`src/rtl/pool_cmp_lanes_if.sv`:
```
// rtl/pool_cmp_lanes_if.sv - handshake/bus bundle for the multi-lane FP16 pooling unit
//
// Groups the window framing, input stream and output stream of pool_cmp_lanes.
//   start/mode/win_len : window open pulse plus the mode and length it latches
//   in_data/in_valid/in_ready    : input beats, LANES FP16 elements per beat
//   out_data/out_valid/out_ready : pooled result, one FP16 per lane
//   busy                         : unit is accumulating or holding a result
// master = producer/consumer side, slave = pooling unit.
interface pool_cmp_lanes_if #(
   parameter int LANES = 4,
   parameter int DW    = 16,
   parameter int CNT_W = 8
) ();
   logic                  start;
   logic                  mode;
   logic [CNT_W-1:0]      win_len;
   logic [LANES*DW-1:0]   in_data;
   logic                  in_valid;
   logic                  in_ready;
   logic [LANES*DW-1:0]   out_data;
   logic                  out_valid;
   logic                  out_ready;
   logic                  busy;

   modport master (
      output start, mode, win_len, in_data, in_valid, out_ready,
      input  in_ready, out_data, out_valid, busy
   );

   modport slave (
      input  start, mode, win_len, in_data, in_valid, out_ready,
      output in_ready, out_data, out_valid, busy
   );
endinterface

```
`src/rtl/pool_cmp_lanes.sv`:
```
// rtl/pool_cmp_lanes.sv - multi-lane FP16 max/min window pooling unit
//
// Reduces a window of win_len beats (0 means 1) into one FP16 result per lane.
// Ports:
//   clk  : rising-edge clock
//   rst  : synchronous active-low reset
//   bus  : pool_cmp_lanes_if.slave (start/mode/win_len, in_* stream, out_* stream, busy)
// Lane i of in_data/out_data sits at bits [i*DW +: DW]. DW must be 16.
module pool_cmp_lanes #(
   parameter int LANES = 4,
   parameter int DW    = 16,
   parameter int CNT_W = 8
) (
   input  logic                  clk,
   input  logic                  rst,
   pool_cmp_lanes_if.slave       bus
);

   typedef enum logic [1:0] {
      S_IDLE = 2'd0,
      S_ACC  = 2'd1,
      S_DONE = 2'd2
   } state_t;

   localparam logic [CNT_W-1:0] ONE = {{(CNT_W-1){1'b0}}, 1'b1};

   state_t              state;
   state_t              state_nxt;
   logic [CNT_W-1:0]    count;
   logic [CNT_W-1:0]    len_r;
   logic                mode_r;
   logic [LANES*DW-1:0] acc;
   logic [LANES*DW-1:0] acc_nxt;
   logic                start_ok;
   logic                beat;
   logic                last_beat;
   logic [CNT_W-1:0]    len_eff;

   function automatic logic is_nan(input logic [DW-1:0] x);
      return (x[14:10] == 5'h1f) && (x[9:0] != 10'd0);
   endfunction

   // Monotonic unsigned key: positives above negatives, negative magnitudes
   // inverted so larger magnitude sorts lower. Both zeros share the +0 key.
   function automatic logic [DW-1:0] ord_key(input logic [DW-1:0] x);
      if (x[14:0] == 15'd0)
         return 16'h8000;
      else if (!x[15])
         return {1'b1, x[14:0]};
      else
         return {1'b0, ~x[14:0]};
   endfunction

   // Ties keep acc; a NaN candidate never wins; a NaN acc loses to any number.
   function automatic logic take_d(input logic mn, input logic [DW-1:0] a,
                                   input logic [DW-1:0] d);
      logic [DW-1:0] ka;
      logic [DW-1:0] kd;
      ka = ord_key(a);
      kd = ord_key(d);
      if (is_nan(d))
         return 1'b0;
      else if (is_nan(a))
         return 1'b1;
      else if (mn)
         return kd < ka;
      else
         return kd > ka;
   endfunction

   assign len_eff   = (bus.win_len == '0) ? ONE : bus.win_len;
   assign bus.in_ready  = (state == S_ACC);
   assign bus.out_valid = (state == S_DONE);
   assign bus.busy      = (state != S_IDLE);
   assign bus.out_data  = acc;
   assign beat      = bus.in_valid && (state == S_ACC);
   assign last_beat = (count == (len_r - ONE));

   // First beat of a window loads straight in so nothing carries over.
   always_comb begin
      acc_nxt = acc;
      for (int i = 0; i < LANES; i++) begin
         if (count == '0)
            acc_nxt[i*DW +: DW] = bus.in_data[i*DW +: DW];
         else if (take_d(mode_r, acc[i*DW +: DW], bus.in_data[i*DW +: DW]))
            acc_nxt[i*DW +: DW] = bus.in_data[i*DW +: DW];
      end
   end

   always_comb begin
      state_nxt = state;
      start_ok  = 1'b0;
      case (state)
         S_IDLE: begin
            if (bus.start) begin
               state_nxt = S_ACC;
               start_ok  = 1'b1;
            end
         end
         S_ACC: begin
            if (beat && last_beat)
               state_nxt = S_DONE;
         end
         S_DONE: begin
            if (bus.out_ready) begin
               if (bus.start) begin
                  state_nxt = S_ACC;
                  start_ok  = 1'b1;
               end else begin
                  state_nxt = S_IDLE;
               end
            end
         end
         default: state_nxt = S_IDLE;
      endcase
   end

   always_ff @(posedge clk) begin
      if (!rst) begin
         state  <= S_IDLE;
         count  <= '0;
         len_r  <= '0;
         mode_r <= 1'b0;
         acc    <= '0;
      end else begin
         state <= state_nxt;
         if (start_ok) begin
            mode_r <= bus.mode;
            len_r  <= len_eff;
            count  <= '0;
         end else if (beat) begin
            count <= count + ONE;
         end
         if (beat)
            acc <= acc_nxt;
      end
   end

endmodule

```
`src/flat_wrapper.sv`:
```
// flat-port wrapper written by rule: the top's interface ports become plain ports
module pool_cmp_lanes_flat 
#(
   parameter int LANES = 4,
   parameter int DW    = 16,
   parameter int CNT_W = 8
)
  (clk, rst, bus_start, bus_mode, bus_win_len, bus_in_data, bus_in_valid, bus_out_ready, bus_in_ready, bus_out_data, bus_out_valid, bus_busy);
  pool_cmp_lanes_if #(.LANES(LANES), .DW(DW), .CNT_W(CNT_W)) bus_i ();
  input  logic clk;
  input  logic rst;
  input wire logic [$bits(bus_i.start)-1:0] bus_start;
  input wire logic [$bits(bus_i.mode)-1:0] bus_mode;
  input wire logic [$bits(bus_i.win_len)-1:0] bus_win_len;
  input wire logic [$bits(bus_i.in_data)-1:0] bus_in_data;
  input wire logic [$bits(bus_i.in_valid)-1:0] bus_in_valid;
  input wire logic [$bits(bus_i.out_ready)-1:0] bus_out_ready;
  output wire logic [$bits(bus_i.in_ready)-1:0] bus_in_ready;
  output wire logic [$bits(bus_i.out_data)-1:0] bus_out_data;
  output wire logic [$bits(bus_i.out_valid)-1:0] bus_out_valid;
  output wire logic [$bits(bus_i.busy)-1:0] bus_busy;
  assign bus_i.start = bus_start;
  assign bus_i.mode = bus_mode;
  assign bus_i.win_len = bus_win_len;
  assign bus_i.in_data = bus_in_data;
  assign bus_i.in_valid = bus_in_valid;
  assign bus_i.out_ready = bus_out_ready;
  assign bus_in_ready = bus_i.in_ready;
  assign bus_out_data = bus_i.out_data;
  assign bus_out_valid = bus_i.out_valid;
  assign bus_busy = bus_i.busy;
  pool_cmp_lanes #(.LANES(LANES), .DW(DW), .CNT_W(CNT_W)) u_core (.clk(clk), .rst(rst), .bus(bus_i));
endmodule
```
`config.mk`:
```
export PLATFORM = sky130hd
export DESIGN_NAME = pool_cmp_lanes_flat
export DESIGN_NICKNAME = d
export VERILOG_FILES = /design/src/rtl/pool_cmp_lanes_if.sv /design/src/rtl/pool_cmp_lanes.sv /design/src/flat_wrapper.sv
export SDC_FILE = /design/constraint.sdc
export NUM_CORES = 1
export LEC_CHECK = 0
export CAP_MARGIN = 40
export CORE_ASPECT_RATIO = 0.6
export CORE_MARGIN = 10
export CORE_UTILIZATION = 40
export CTS_BUF_LIST = sky130_fd_sc_hd__clkbuf_16
export DETAILED_ROUTE_END_ITERATION = 8
export GPL_ROUTABILITY_DRIVEN = 0
export GPL_TIMING_DRIVEN = 0
export SLEW_MARGIN = 25
export SYNTH_ARGS = -nofsm -noshare
export SYNTH_HDL_FRONTEND = slang
export SYNTH_SLANG_ARGS = --single-unit
```
`constraint.sdc`:
```
create_clock -name clk -period 8.75 [get_ports clk]
set_clock_uncertainty 0.2 [all_clocks]
set_input_delay 0.875 -clock clk [delete_from_list [all_inputs] [get_ports clk]]
set_output_delay 0.875 -clock clk [all_outputs]
set_load 0.02 [all_outputs]
```
==> results list <==
* Buffer levels on the longest clock path: 2
- Counting the fill cells in the layout gives 1740.
- The number of global-route vias before repair was 6473.
- The number of antenna diodes in the final layout is 0.
* Max-slew violations: 0
- Maximum number of pins on one net before global-route repair: 14
* Initial Util: 41.2%
* Relative area change from synthesis to final layout: 28.2%
- Post-synth top flop: dfxtp_1
* Crit Reg-Reg Endpoint: u_core.bus.out_data[11]
- Sequential element share of the synthesized area: 23.2%
- CTS tree: done
* Final Routed Wirelength: 22.5 mm
* Total global routing overflow: 0
* Antenna Nets Post-Route: 0
- Worst-case hold slack: 306 ps
- The first detailed-routing pass ran for 6 iterations.
- R2r startpoint: u_core.bus.out_data[0]
- At the worst endpoint, the required time is 8830 ps.
- Detailed placer's ending HPWL: 17.9 mm
- Most common cell after layout, fill and taps aside: nand2_1
* Endpoints failing setup: 0
* Cell variety after synth: 52
- The tree is rooted in a clkbuf_16.
- The slowest stage of the critical path belongs to the cell nor3_1.
- Via total after detailed routing: 6854
- The path class of the tightest hold or removal check is register to register.
- Kind of capture point of the worst setup path: register
- Global routing consumed, over all layers together, 18.8% of the routing resources.
- Max-capacitance violation count: 0
- For this run, the post-layout net count is 1219.
* Warnings from Yosys: 0
- Clock-pin slew was measured on the worst setup and hold paths at 70 ps.
- The top cell types in the final layout, fill and taps aside, are 209 x nand2_1, 139 x clkdlybuf4s50_1, 83 x dfxtp_1, 77 x nor2_1, 75 x xor2_1.
- Drt wl/cell: 17.1 um
* Cell with the most instances on the worst path: nor4_1
- After synthesis the netlist holds a flip-flop and latch count of 83.
* Final hold viol count: 0
* Syn Inst Count: 923
- The worst path needs 5450 ps of the cycle, external delays included.
- CTS Hold Bufs: 0
* Remaining design rule violation count: 0
* Critical path endpoint: u_core.bus.out_data[11]
- The critical path starts at bus_in_data[0].
* Post-DP Area: 8840 sq um
- The flow ran to the end, and the final reports show no timing, DRC or antenna violations.
* Post-cts gate resize count: 0
* Antenna violations before repair: 0
* Count of cells along the worst register-to-register path: 14
* Fraction of layout cells with a size suffix above 1: 2.78%
- The H-tree was split into 3 levels.
- Setup slack on the worst reg-to-reg path comes out at 4370 ps.
- Using the TritonRoute via totals, the vias-per-cell ratio works out to 5.22.
- After synthesis, the mean cell area works out to 7.76 sq um.
- Category of the worst setup path launch point: input port
* Count of buffers from port buffering: 139
* Total Die Area: 23800 sq um
- Leakage dissipation: 0.00378 uW
- The number of clock buffers added by TritonCTS is 9.
* Share of the clock period used by the worst path: 62.3%
* Maximum ir drop on the vdd rail: 0.0835 mV
- Post-route design area: 9180 sq um
- Walking the worst path, the cells encountered are clkdlybuf4s50_1 > nor4_1 > nand3_1 > nor3_1 > clkbuf_1 > nor2_1 > ha_1 > nand4_1 > nor4_1 > a21boi_1 > o31a_1 > o221a_2 > buf_2 > buf_4 > mux2i_1.
* Max Clock Freq: 184 MHz
* Synthesized netlist net count: 1068
- DRC marker count from the first detailed-route iteration: 571
- The number of setup buffers added after CTS is 0.
* Maximum fanout along the worst path: 10
* Worst slew margin: 46.1%
* Cell Pwr Density: 146 nW/um^2
- After floorplanning, the core was sized to cover 17400 sq um.
- From left edge to right edge, the die measures 193 um.
* Setup repair after global routing missed its margin: no
- Syn Std Cell Area: 7160 sq um
* Number of flops mapped to enable cells by yosys: 0
* Number of placement rows: 37
- Measured along the y axis, the die boundary spans 124 um.
* Wire length of the first global-routing pass: 35.8 mm
* Worst Tran Pin Value: 802 ps
* TritonCTS Sinks: 83
- The largest single stage delay on the critical path is 690 ps.
- Count of pins on the block boundary: 145
- Category of the most critical setup path: input port to register
* Synth async-reset ratio: 0%
- The later pin in the worst-skew pair is clocked with a latency of 350 ps.
- End-of-flow core utilization: 52.9%
- For the worst setup path, the data arrival time is 5530 ps.
* Sum of negative setup slack: 0 ps
## report_power, final
| part | total (uW) | internal [uW] | switching [uW] |
|---|---|---|---|
| Sequential | 426 | 398 | 27.8 |
| Clock | 445 | 276 | 169 |
| Combinational | 473 | 215 | 258 |
## Yosys cell counts, types with 2 or more instances
cell / count / area (sq um)
ha_1: 67 / 838
o211ai_1: 3 / 22.5
nor3_1: 12 / 60.1
nand2_1: 209 / 785
or3_1: 7 / 43.8
nand4_1: 16 / 100
nand2b_1: 9 / 56.3
a21boi_1: 3 / 22.5
and3_1: 4 / 25.0
clkbuf_1: 45 / 169
dfxtp_1: 83 / 1660
and4_1: 7 / 61.3
a41oi_1: 3 / 26.3
buf_2: 3 / 15.0
nand3_1: 21 / 105
nor2b_1: 12 / 75.1
o21ai_0: 11 / 55.1
buf_4: 3 / 22.5
nor4_1: 22 / 138
nor2_1: 77 / 289
o221a_2: 2 / 22.5
xnor2_1: 62 / 543
or4_1: 8 / 60.1
and2_1: 9 / 56.3
a41o_1: 2 / 20.0
buf_1: 5 / 18.8
xor2_1: 75 / 657
a21oi_1: 32 / 160
o31a_1: 4 / 35.0
inv_1: 8 / 30.0
mux2i_1: 72 / 721
a21o_1: 7 / 52.6
## metal layers
| layer | routed length [um] | part of all wire [%] | vias up | track usage, % |
|---|---|---|---|---|
| met4 | 141 | 0.63 | 0 | 2.94 |
| met1 | 12000 | 54 | 3190 | 29.0 |
| met5 | 0 | 0 | - | 0 |
| met3 | 1610 | 7.2 | 12 | 4.52 |
| met2 | 8680 | 39 | 192 | 25.6 |
| li1 | - | - | 3460 | - |
## how the worst min path moves through the flow
stage | cells past startpoint | endpoint | slack, ps | startpoint
6_report | 2 | u_core.bus.out_data[7] | 310 | u_core.bus.out_data[7]
4_1_cts | 2 | u_core.bus.out_data[49] | 310 | u_core.bus.out_data[49]
3_5_place_dp | 2 | u_core.bus.out_data[35] | 300 | u_core.bus.out_data[35]
5_1_grt | 2 | u_core.bus.out_data[1] | 330 | u_core.bus.out_data[1]
2_1_floorplan | 2 | u_core.count[7] | 280 | u_core.count[7]
3_3_place_gp | 2 | u_core.bus.out_data[3] | 290 | u_core.bus.out_data[3]
## per-stage QoR
step                      instances  setup slack, ps  power (uW)
after floorplan                 923             4400         741
after global placement         1296             2990         904
after detailed placement       1296             3030         905
after CTS                      1311             3370        1350
after global routing           1312             2940        1430
final                          1312             3300        1340
## flip-flops by register name, summed over array words and instances, names as in the netlist
name / cells
u_core.count: 8
u_core.mode_r: 1
u_core.state: 2
u_core.bus.out_data: 64
u_core.len_r: 8
## worst max-delay path: cells and delay by family
| family | cells | cell delay, ps |
|---|---|---|
| AOI/OAI and AO/OA | 3 | 600 |
| and+or+nand+nor | 6 | 2060 |
| muxes | 1 | 210 |
| adders and majority gates | 1 | 340 |
| buffers and inverters | 4 | 1430 |
## area by class of cell
| cell class | count | area, sq um | share of cell area (%) |
|---|---|---|---|
| multi-input cells | 775 | 5220 | 56.9 |
| flip-flops and latches | 83 | 1660 | 18.1 |
| repair buffers | 140 | 1400 | 15.2 |
| well taps | 234 | 293 | 3.19 |
| plain buffers | 57 | 245 | 2.67 |
| clock buffers | 9 | 225 | 2.45 |
| clock inverters | 6 | 105 | 1.14 |
| inverters | 8 | 30.0 | 0.327 |
## logic make-up after synthesis
| logic type | count (synthesis) | synth area share [%] |
|---|---|---|
| XOR/XNOR | 137 | 16.8 |
| flip-flops | 83 | 23.2 |
| multiplexers | 72 | 10.1 |
| AO/OA/AOI/OAI | 80 | 7.67 |
| adder cells (fa/ha/maj) | 67 | 11.7 |
| AND/OR/NAND/NOR | 419 | 26.8 |
| buffers and inverters | 65 | 3.84 |
(Power assumes the default switching activity.)
